[src/rtl/voice_allocator.sv]
// Voice allocator: shares a pool of note-player voices between incoming note
// requests. Each voice holds a note code and a beat countdown. A new note
// reuses a voice already playing the same note, else takes a free voice, else
// steals the active voice closest to finishing.
module voice_allocator #(
  parameter int NUM_VOICES = 4,
  parameter int IDX_W      = 2
) (
  input  logic                    clk,
  input  logic                    reset,
  input  logic                    play,
  input  logic                    beat,
  input  logic                    load_new_note,
  input  logic [5:0]              note_to_load,
  input  logic [5:0]              duration_to_load,
  output logic [6*NUM_VOICES-1:0] voice_note,
  output logic [NUM_VOICES-1:0]   voice_active,
  output logic [NUM_VOICES-1:0]   voice_load,
  output logic                    alloc_valid,
  output logic [IDX_W-1:0]        alloc_voice,
  output logic                    alloc_steal
);

  logic [5:0] note_q [NUM_VOICES];
  logic [5:0] rem_q  [NUM_VOICES];

  logic             req_ok;
  logic             retrig_hit;
  logic [IDX_W-1:0] retrig_idx;
  logic             free_hit;
  logic [IDX_W-1:0] free_idx;
  logic [IDX_W-1:0] steal_idx;
  logic [5:0]       steal_rem;
  logic [IDX_W-1:0] sel_idx;
  logic             sel_steal;

  // Choose a voice for the incoming request from the pre-edge voice state.
  always_comb begin
    // NOTE: every variable gets a default first so no path leaves one unassigned (no latches).
    req_ok     = load_new_note && (note_to_load != 6'd0) && (duration_to_load != 6'd0);
    retrig_hit = 1'b0;
    retrig_idx = '0;
    free_hit   = 1'b0;
    free_idx   = '0;
    steal_idx  = '0;
    steal_rem  = '1;
    sel_idx    = '0;
    sel_steal  = 1'b0;
    for (int i = 0; i < NUM_VOICES; i++) begin
      if (!retrig_hit && (rem_q[i] != 6'd0) && (note_q[i] == note_to_load)) begin
        retrig_hit = 1'b1;
        retrig_idx = IDX_W'(i);
      end
      if (!free_hit && (rem_q[i] == 6'd0)) begin
        free_hit = 1'b1;
        free_idx = IDX_W'(i);
      end
      // Strict compare keeps the lowest index on ties.
      if (rem_q[i] < steal_rem) begin
        steal_rem = rem_q[i];
        steal_idx = IDX_W'(i);
      end
    end
    if (retrig_hit) begin
      sel_idx = retrig_idx;
    end else if (free_hit) begin
      sel_idx = free_idx;
    end else begin
      sel_idx   = steal_idx;
      sel_steal = 1'b1;
    end
  end

  // Voice state update (load or beat countdown) and registered allocation strobes.
  always_ff @(posedge clk or negedge reset) begin
    if (!reset) begin
      // NOTE: the voice arrays are a handful of flops whose contents drive outputs, so they are reset like any register.
      for (int i = 0; i < NUM_VOICES; i++) begin
        note_q[i] <= '0;
        rem_q[i]  <= '0;
      end
      voice_load  <= '0;
      alloc_valid <= 1'b0;
      alloc_voice <= '0;
      alloc_steal <= 1'b0;
    end else begin
      // NOTE: non-blocking assignments so every voice sees the same pre-edge state.
      voice_load  <= '0;
      alloc_valid <= req_ok;
      alloc_voice <= req_ok ? sel_idx : '0;
      alloc_steal <= req_ok && sel_steal;
      for (int i = 0; i < NUM_VOICES; i++) begin
        if (req_ok && (sel_idx == IDX_W'(i))) begin
          note_q[i]     <= note_to_load;
          rem_q[i]      <= duration_to_load;
          voice_load[i] <= 1'b1;
        end else if (play && beat && (rem_q[i] != 6'd0)) begin
          rem_q[i] <= rem_q[i] - 6'd1;
        end
      end
    end
  end

  // Flatten per-voice state onto the output buses.
  always_comb begin
    voice_note   = '0;
    voice_active = '0;
    for (int i = 0; i < NUM_VOICES; i++) begin
      voice_note[6*i +: 6] = note_q[i];
      voice_active[i]      = (rem_q[i] != 6'd0);
    end
  end

endmodule

[config.mk]
export PLATFORM = sky130hd
export DESIGN_NAME = voice_allocator
export DESIGN_NICKNAME = d
export VERILOG_FILES = /design/src/rtl/voice_allocator.sv
export SDC_FILE = /design/constraint.sdc
export NUM_CORES = 1
export LEC_CHECK = 0
export ABC_AREA = 1
export BUFFER_PORTS_ARGS = -buffer_cell sky130_fd_sc_hd__buf_2
export CORE_MARGIN = 3
export CORE_UTILIZATION = 45
export CTS_CLUSTER_DIAMETER = 120
export DETAILED_ROUTE_END_ITERATION = 8
export GPL_TIMING_DRIVEN = 1
export PLACE_DENSITY = 0.65
export SYNTH_ARGS = -nofsm -noshare
export SYNTH_HDL_FRONTEND = slang
export SYNTH_SLANG_ARGS = --single-unit
export TNS_END_PERCENT = 20
[constraint.sdc]
create_clock -name clk -period 5.2 [get_ports clk]
set_input_delay 1.04 -clock clk [delete_from_list [all_inputs] [get_ports clk]]
set_output_delay 1.04 -clock clk [all_outputs]
set_load 0.05 [all_outputs]
==> After elaboration in Yosys (flattened, before gate mapping) <==
Index checks and enable logic that the tools add are counted.
{ "word_totals": {"word_cells": 107, "regBits": 56, "inputBits": 17, "out_inout_bits": 36} }
{ "classes": {"muxes": 37, "magnitude_cmp": 4, "add_sub_neg": 4, "reduce_logical": 43, "eq_ne": 7} }
{ "op_table": {"columns": ["cell", "count"], "rows": [
  ["two-way mux 6 bit", 11],
  ["nonzero test 6 bit", 6],
  ["equality test 6 bit", 4],
  ["zero test 6 bit", 4],
  ["subtractor 6 x 1 -> 6 bit, second input constant", 4],
  ["logical AND 1 bit", 22],
  ["< comparator 6 bit", 3],
  ["two-way mux 2 bit", 9],
  ["two-way mux 1 bit", 17],
  ["nonzero test 2 bit", 4],
  ["zero test 1 bit", 6],
  ["< comparator 6 bit, second input constant", 1],
  ["equality test 2 bit, second input constant", 2],
  ["equality test 2 x 1 -> 1 bit, second input constant", 1],
  ["zero test 2 bit", 1]
]} }

==> Longest topological paths before layout <==
Gate-level depths: netlist of the first run.
{ "logic_depth": {"ltp_word": 19, "mapped_depth": 33, "mapped_depth_nobuf": 31} }

==> Worst setup path after synthesis of the first run <==
Ideal clock, no wire load.
{ "synth_timing": {"path_kind": "reg-to-reg", "start": "reg rem_q[23] in the netlist's numbering", "end": "reg rem_q[10] in the netlist's numbering", "required_ps": 5082, "n_path_buf": 3, "path_slack_ps": 878, "t_arrival_ps": 4204, "stages_incl_launch_ff": 34, "period_less_slack_ps": 4322, "setup_ps": 118, "cell_sequence": "dfrtp_1 > inv_1 > ha_1 > inv_1 > a21oi_1 > nand2_1 > nor2_1 > nand2_1 > nand2_1 > clkbuf_1 > nand2_1 > o21ai_0 > ha_1 > a21oi_1 > nor2_1 > a211oi_1 > nand2_1 > clkbuf_1 > nand2_1 > o21ai_0 > ha_1 > a21oi_1 > nor2_1 > a211oi_1 > nand2_1 > nand2_1 > nand2_2 > nand2_1 > nand2_2 > nand3_1 > buf_2 > nand2_1 > nand2_1 > nand2_1"} }
{ "synth_via": {"elab_chain_len": 19, "elab_cells_between_ends": 48, "classes_between": "order compare (4); eq/ne (1); mux (23); reduce/logical (20)"} }
{ "synth_rtl": {"columns": ["element", "line_no", "text"], "rows": [
  ["start, declared", "25", "logic [5:0] rem_q [NUM_VOICES];"],
  ["start signal, assigned by index", "95", "rem_q[i] <= duration_to_load;"],
  ["start signal, assigned by index", "98", "rem_q[i] <= rem_q[i] - 6'd1;"],
  ["branches (longest 15 deep; another with < comparator 6 bit)", null, null],
  ["two-way mux 2 bit *", "64", "if (retrig_hit) begin"],
  ["equality test 2 bit *", "93", "if (req_ok && (sel_idx == IDX_W'(i))) begin"],
  ["logical AND 1 bit *", "93", null],
  ["two-way mux 6 bit / nonzero test 2 bit (equally long branches)", null, null]
]} }
Every way passes the cells marked *.
A chain may end at the register's enable or synchronous reset.

==> Final worst setup path of the first run <==
{ "layout_timing": {"start": "reg rem_q[21] in the netlist's numbering", "end": "reg rem_q[14] in the netlist's numbering"} }
{ "layout_via": {"elab_chain_len": 19, "elab_cells_between_ends": 48, "classes_between": "order compare (4); eq/ne (1); mux (23); reduce/logical (20)"} }
{ "layout_rtl": {"columns": ["element", "line_no"], "rows": [
  ["branches (longest 15 deep; another with < comparator 6 bit)", null],
  ["two-way mux 2 bit *", "64"],
  ["equality test 2 x 1 -> 1 bit *", "93"],
  ["logical AND 1 bit *", "93"],
  ["two-way mux 6 bit / nonzero test 2 bit (equally long branches)", null]
]} }
Marked as above.

==> results.sh, run 1 <==
export IMPL_status="finished clean"
export IMPL_grt_pass1_wl_mm=17.3
export IMPL_syn_area_per_cell_um2=7.15
export IMPL_drt_iter0_drc=249
export IMPL_wl_met2_mm=5.07
export IMPL_wl_mm=10.4
export IMPL_cts_hold_buf=0
export IMPL_coreArea_um2=7930
export IMPL_crit_top_cell="nand2_1"
export IMPL_cts_max_level=2
export IMPL_cts_tree="done"
export IMPL_path_class="reg2reg"
export IMPL_cts_root_buf="clkbuf_8"
export IMPL_relSlewSlack_pct=50.7
export IMPL_viasPerCell=5.28
export IMPL_clk_pin_slew_ns=0.10
export IMPL_wl_met1_mm=4.48
export IMPL_final_common_cell="nand2_1"
export IMPL_syn_area_um2=3790
export IMPL_worstSetupPathDepth=26
export IMPL_slew_viol_final=0
export IMPL_slowest_delay_ns=0.43
export IMPL_ys_top_cells_by_area="dfrtp_1 37%, nand2_1 18%, ha_1 5.9%"
export IMPL_die_width_um=97.8
export IMPL_holdPathStages=2
export IMPL_synthesis_nets=565
export IMPL_multi_input_area_um2=2120
export IMPL_cpLargestDelayFamily="simple AND/OR/NAND/NOR gates"
export IMPL_cp_start_kind="flip-flop"
export IMPL_yosysUniqueCellTypes=36
export IMPL_final_core_util_pct=54.5
export IMPL_synth_compound_area_share_pct=9.11
export IMPL_slowest_stage="dfrtp_1"
export IMPL_insertedDiodeCount=0
export IMPL_die_h_um=97.8
export IMPL_muxShareOfSynthArea_pct=0
export IMPL_synth_top_area_share_pct=37.0
export IMPL_ys_seq_area_share_pct=37.0
export IMPL_tightest_slew_ns=0.739
export IMPL_worst_path_buf_inv=1
export IMPL_syn2layout_area_growth_pct=14.1
export IMPL_dpl_cell_area_um2=4130
export IMPL_start_util_pct=47.8
export IMPL_yosysTopAreaCell="dfrtp_1"
export IMPL_die_area_um2=9560
export IMPL_synth_top_family_by_area="simple AND/OR/NAND/NOR gates"
export IMPL_synthSimpleGateAreaFrac_pct=33.5
export IMPL_period_share_pct=93.0
export IMPL_drc=0
export IMPL_numPortBuffers=52
export IMPL_crit_fanout=15
export IMPL_endpoint_kind="flip-flop"
export IMPL_design_area_um2=4320
export IMPL_synth_xor_area_share_pct=6.47
export IMPL_setup_viol_count_final=0
export IMPL_cts_path_max_buffers=2
export IMPL_detail_route_antenna_nets=0
export IMPL_maxCapViolations=0
export IMPL_grt_usage_pct=21.8
export IMPL_fmax_mhz=207
export IMPL_cp_arrival_ns=5.05
export IMPL_post_drt_wl_per_cell_um=15.3
export IMPL_clock_sinks=56
export IMPL_ys_ff_latch=56
export IMPL_reg2regPathDepth=26
export IMPL_cts_buffers=5
export IMPL_cp_required_ns=5.41
export IMPL_dpl_hpwl_mm=7.63
export IMPL_drt_pass1_iter_count=5
export IMPL_drive_gt1_share_pct=15.5
export IMPL_gp_congestion=0.991
export IMPL_post_route_min_period_ns=4.84
export IMPL_nets=614
export IMPL_fin_skew_ns=0.0106
export IMPL_maxUsedRoutingLayer="met4"
export IMPL_finalHoldViolCount=0
export IMPL_antenna_found_initial=0
export IMPL_synth_warnings=0
export IMPL_seqCellArea_um2=1400
export IMPL_globalRouteOverflowTotal=0
export IMPL_grt_max_degree=57
export IMPL_synth_adder_area_share_pct=5.94
export IMPL_grt_pass1_vias=3614
export IMPL_pin_count=53
export IMPL_met3_length_um=578
export IMPL_insertion_delay_ns=0.31
export IMPL_hold_path_class="reg2reg"
export IMPL_nFillCells=787
export IMPL_syn_inst=530
export IMPL_dr_total_vias=3596
export IMPL_core_rowCount=32
export IMPL_mostFrequentLayoutCells="176 x nand2_1, 59 x inv_1, 56 x dfrtp_1"
## per-layer routing
metal,GRT usage [%],up-vias
li1,-,1788
met1,28.3,1647
met2,37.4,138
met3,3.50,23
met4,7.03,0
met5,0,-
## cell type report
type                    instances  share of cell area, %
clock inverters                 2                   1.39
repair buffers                 58                   7.44
inverters                      60                   5.21
multi-input cells             398                   49.0
clock buffers                   5                   1.59
flip-flops and latches         56                   32.4
well taps                     102                   2.95
## worst min-delay path, delay by kind of cell (launching register included)
kind             cells  cell delay, ns
AND/OR/NAND/NOR      2            0.11
flip-flops           1            0.39
## per-stage QoR
| stage | hold slack [ns] | TNS (ns) | worst slack, ns | std cells |
|---|---|---|---|---|
| 6_report | 0.525 | 0 | 0.362 | 681 |
| 5_1_grt | 0.568 | -0.404 | -0.0488 | 681 |
| 4_1_cts | 0.527 | 0 | 0.140 | 679 |
| 3_5_place_dp | 0.501 | 0 | 0.181 | 672 |
| 3_3_place_gp | 0.509 | 0 | 0.388 | 672 |
| 2_1_floorplan | 0.501 | 0 | 0.878 | 530 |
## cell families after synthesis
kind of cell             Yosys count
adder cells (fa/ha/maj)           18
flip-flops                        56
XOR/XNOR                          28
AO/OA/AOI/OAI                     60
buffers and inverters             76
AND/OR/NAND/NOR                  292
## synth_stat cells
library cell / instances
a21oi_2: 1
nand3_1: 39
nor4b_1: 1
nor2_4: 2
buf_1: 1
a21oi_4: 1
inv_2: 1
ha_1: 18
or4_1: 1
o211ai_1: 1
buf_2: 8
o21ai_0: 19
nor4_1: 5
inv_1: 59
buf_6: 1
nand2_2: 3
a21oi_1: 9
nand3_2: 2
clkbuf_1: 6
or2_2: 8
a211oi_1: 3
o21ai_1: 17
a31oi_1: 1
nand4_1: 9
o21bai_1: 3
o2111ai_1: 1
nor3_1: 7
dfrtp_1: 56
o22ai_1: 3
nor2_2: 1
a31o_2: 1
nor2_1: 34
xor2_1: 19
nand2_1: 179
nand3_4: 1
xnor2_1: 9
## state kept, by name (all words and copies together) (netlist names)
signal       count
alloc_valid      1
alloc_voice      2
rem_q           24
voice_note      24
voice_load       4
alloc_steal      1
## final timing paths
kind | startpoint | slack, ns | to
worst max register to register | rem_q[21]$_DFFE_PN0P_ | 0.36 | rem_q[14]$_DFFE_PN0P_
worst max-delay path | rem_q[21]$_DFFE_PN0P_ | 0.36 | rem_q[14]$_DFFE_PN0P_
worst min register to register | voice_note[21]$_DFFE_PN0P_ | 0.53 | voice_note[21]$_DFFE_PN0P_
worst min-delay path | voice_note[21]$_DFFE_PN0P_ | 0.53 | voice_note[21]$_DFFE_PN0P_
max in group asynchronous | reset | 3.85 | rem_q[0]$_DFFE_PN0P_
min in group asynchronous | reset | 0.87 | voice_note[10]$_DFFE_PN0P_
## timing repair
| item | CTS | global route |
|---|---|---|
| buffers inserted | 0 | 2 |
| setup endpoints to repair | 0 | 53 |
| gates resized for setup | 0 | 8 |
Power of run 1 is not shown: default switching activity piles up to over one toggle a cycle in this logic, so the estimate is an artifact.
==> run 2: changes to the inputs <==
CORE_UTILIZATION = 55   (was 45)
MAX_ROUTING_LAYER = met4   (was unset)
PLACE_DENSITY = 0.77   (was 0.65)
==> results.sh, run 2 (synthesized netlist as in run 1, its figures left out) <==
export IMPL_wl_met2_mm=4.67
export IMPL_status="finished clean"
export IMPL_cp_start_kind="flip-flop"
export IMPL_worst_path_buf_inv=3
export IMPL_die_width_um=89.0
export IMPL_cts_tree="done"
export IMPL_drt_pass1_iter_count=4
export IMPL_fin_skew_ns=0.00615
export IMPL_insertion_delay_ns=0.31
export IMPL_grt_pass1_wl_mm=16.1
export IMPL_cts_hold_buf=0
export IMPL_crit_fanout=20
export IMPL_start_util_pct=58.3
export IMPL_endpoint_kind="flip-flop"
export IMPL_maxCapViolations=0
export IMPL_met3_length_um=555
export IMPL_grt_pass1_vias=3247
export IMPL_tightest_slew_ns=0.698
export IMPL_die_area_um2=7920
export IMPL_pin_count=53
export IMPL_viasPerCell=5.45
export IMPL_wl_mm=9.93
export IMPL_cp_arrival_ns=4.88
export IMPL_numPortBuffers=52
export IMPL_die_h_um=89.0
export IMPL_fin_setup_tns_ns=0
export IMPL_nets=614
export IMPL_drt_iter0_drc=217
export IMPL_post_drt_wl_per_cell_um=15.1
export IMPL_cts_max_level=2
export IMPL_syn2layout_area_growth_pct=12.1
export IMPL_maxUsedRoutingLayer="met4"
export IMPL_mostFrequentLayoutCells="176 x nand2_1, 59 x inv_1, 56 x dfrtp_1"
export IMPL_cts_buffers=5
export IMPL_final_core_util_pct=65.4
export IMPL_final_common_cell="nand2_1"
export IMPL_rsz0062_at_grt="no"
export IMPL_cp_required_ns=5.41
export IMPL_cts_path_max_buffers=2
export IMPL_cts_root_buf="clkbuf_8"
export IMPL_drc=0
export IMPL_coreArea_um2=6490
export IMPL_finalHoldViolCount=0
export IMPL_grt_max_degree=57
export IMPL_grt_usage_pct=26.8
export IMPL_design_area_um2=4250
export IMPL_cpLargestDelayFamily="simple AND/OR/NAND/NOR gates"
export IMPL_period_share_pct=89.7
export IMPL_globalRouteOverflowTotal=0
export IMPL_gp_congestion=0.955
export IMPL_fmax_mhz=214
export IMPL_antenna_found_initial=0
export IMPL_post_route_min_period_ns=4.66
export IMPL_slowest_delay_ns=0.44
export IMPL_dr_total_vias=3580
export IMPL_dpl_hpwl_mm=7.42
export IMPL_clock_sinks=56
export IMPL_slew_viol_final=0
export IMPL_dpl_cell_area_um2=4080
export IMPL_drive_gt1_share_pct=15.7
export IMPL_insertedDiodeCount=0
export IMPL_relSlewSlack_pct=53.4
export IMPL_core_rowCount=29
export IMPL_detail_route_antenna_nets=0
export IMPL_hold_path_class="reg2reg"
export IMPL_crit_top_cell="nand2_1"
export IMPL_setup_viol_count_final=0
export IMPL_wl_met1_mm=4.57
export IMPL_clk_pin_slew_ns=0.11
export IMPL_path_class="reg2reg"
export IMPL_slowest_stage="dfrtp_1"
## run 2: changes by cell type in the layout (fill, tap and decap cells not counted), sizes merged
cell,before,now
buf,58,57
bufinv,2,0
inv,60,63
nand3,42,43
## run 2: worst min-delay path, delay by kind of cell (launching register included)
kind	cells	cell delay, ns
flops	1	0.40
simple gates	2	0.12
## run 2: final cells by class
class | instances | area, µm²
Timing Repair Buffer | 57 | 298
Sequential cell | 56 | 1400
Clock buffer | 5 | 68.8
Inverter | 60 | 225
Clock inverter | 3 | 28.8
Fill cell | 596 | 2250
Tap cell | 77 | 96.3
Multi-Input combinational cell | 399 | 2130
## run 2: per-stage QoR
| stage | hold WS [ns] | std cells | setup slack [ns] |
|---|---|---|---|
| after global placement | 0.501 | 645 | 0.297 |
| after CTS | 0.548 | 653 | 0.161 |
| after detailed placement | 0.520 | 645 | 0.191 |
| after global routing | 0.560 | 657 | 0.0172 |
| after floorplan | 0.501 | 530 | 0.878 |
| final | 0.546 | 657 | 0.536 |
## run 2: layer usage
metal  up-vias  track usage [%]
li1       1797                -
met1      1672             37.1
met2        97             42.9
met3        14             3.50
met4         0             4.74
met5         -                -
## run 2: repair_timing
action	4_1_cts	5_1_grt
gates resized for setup	0	10
setup endpoints to repair	0	51
setup buffers	0	3
## run 2: path summary, 6_finish.rpt
| check | slack [ns] | end | from | cells after the start |
|---|---|---|---|---|
| max in group asynchronous | 3.90 | rem_q[20]$_DFFE_PN0P_ | reset | 2 |
| hold / removal | 0.55 | voice_note[3]$_DFFE_PN0P_ | voice_note[3]$_DFFE_PN0P_ | 2 |
| hold reg to reg | 0.55 | voice_note[3]$_DFFE_PN0P_ | voice_note[3]$_DFFE_PN0P_ | 2 |
| min in group asynchronous | 0.84 | voice_note[19]$_DFFE_PN0P_ | reset | 2 |
| setup / recovery | 0.54 | rem_q[11]$_DFFE_PN0P_ | rem_q[23]$_DFFE_PN0P_ | 31 |
| setup reg to reg | 0.54 | rem_q[11]$_DFFE_PN0P_ | rem_q[23]$_DFFE_PN0P_ | 31 |
Power of run 2 is left out for the same reason.
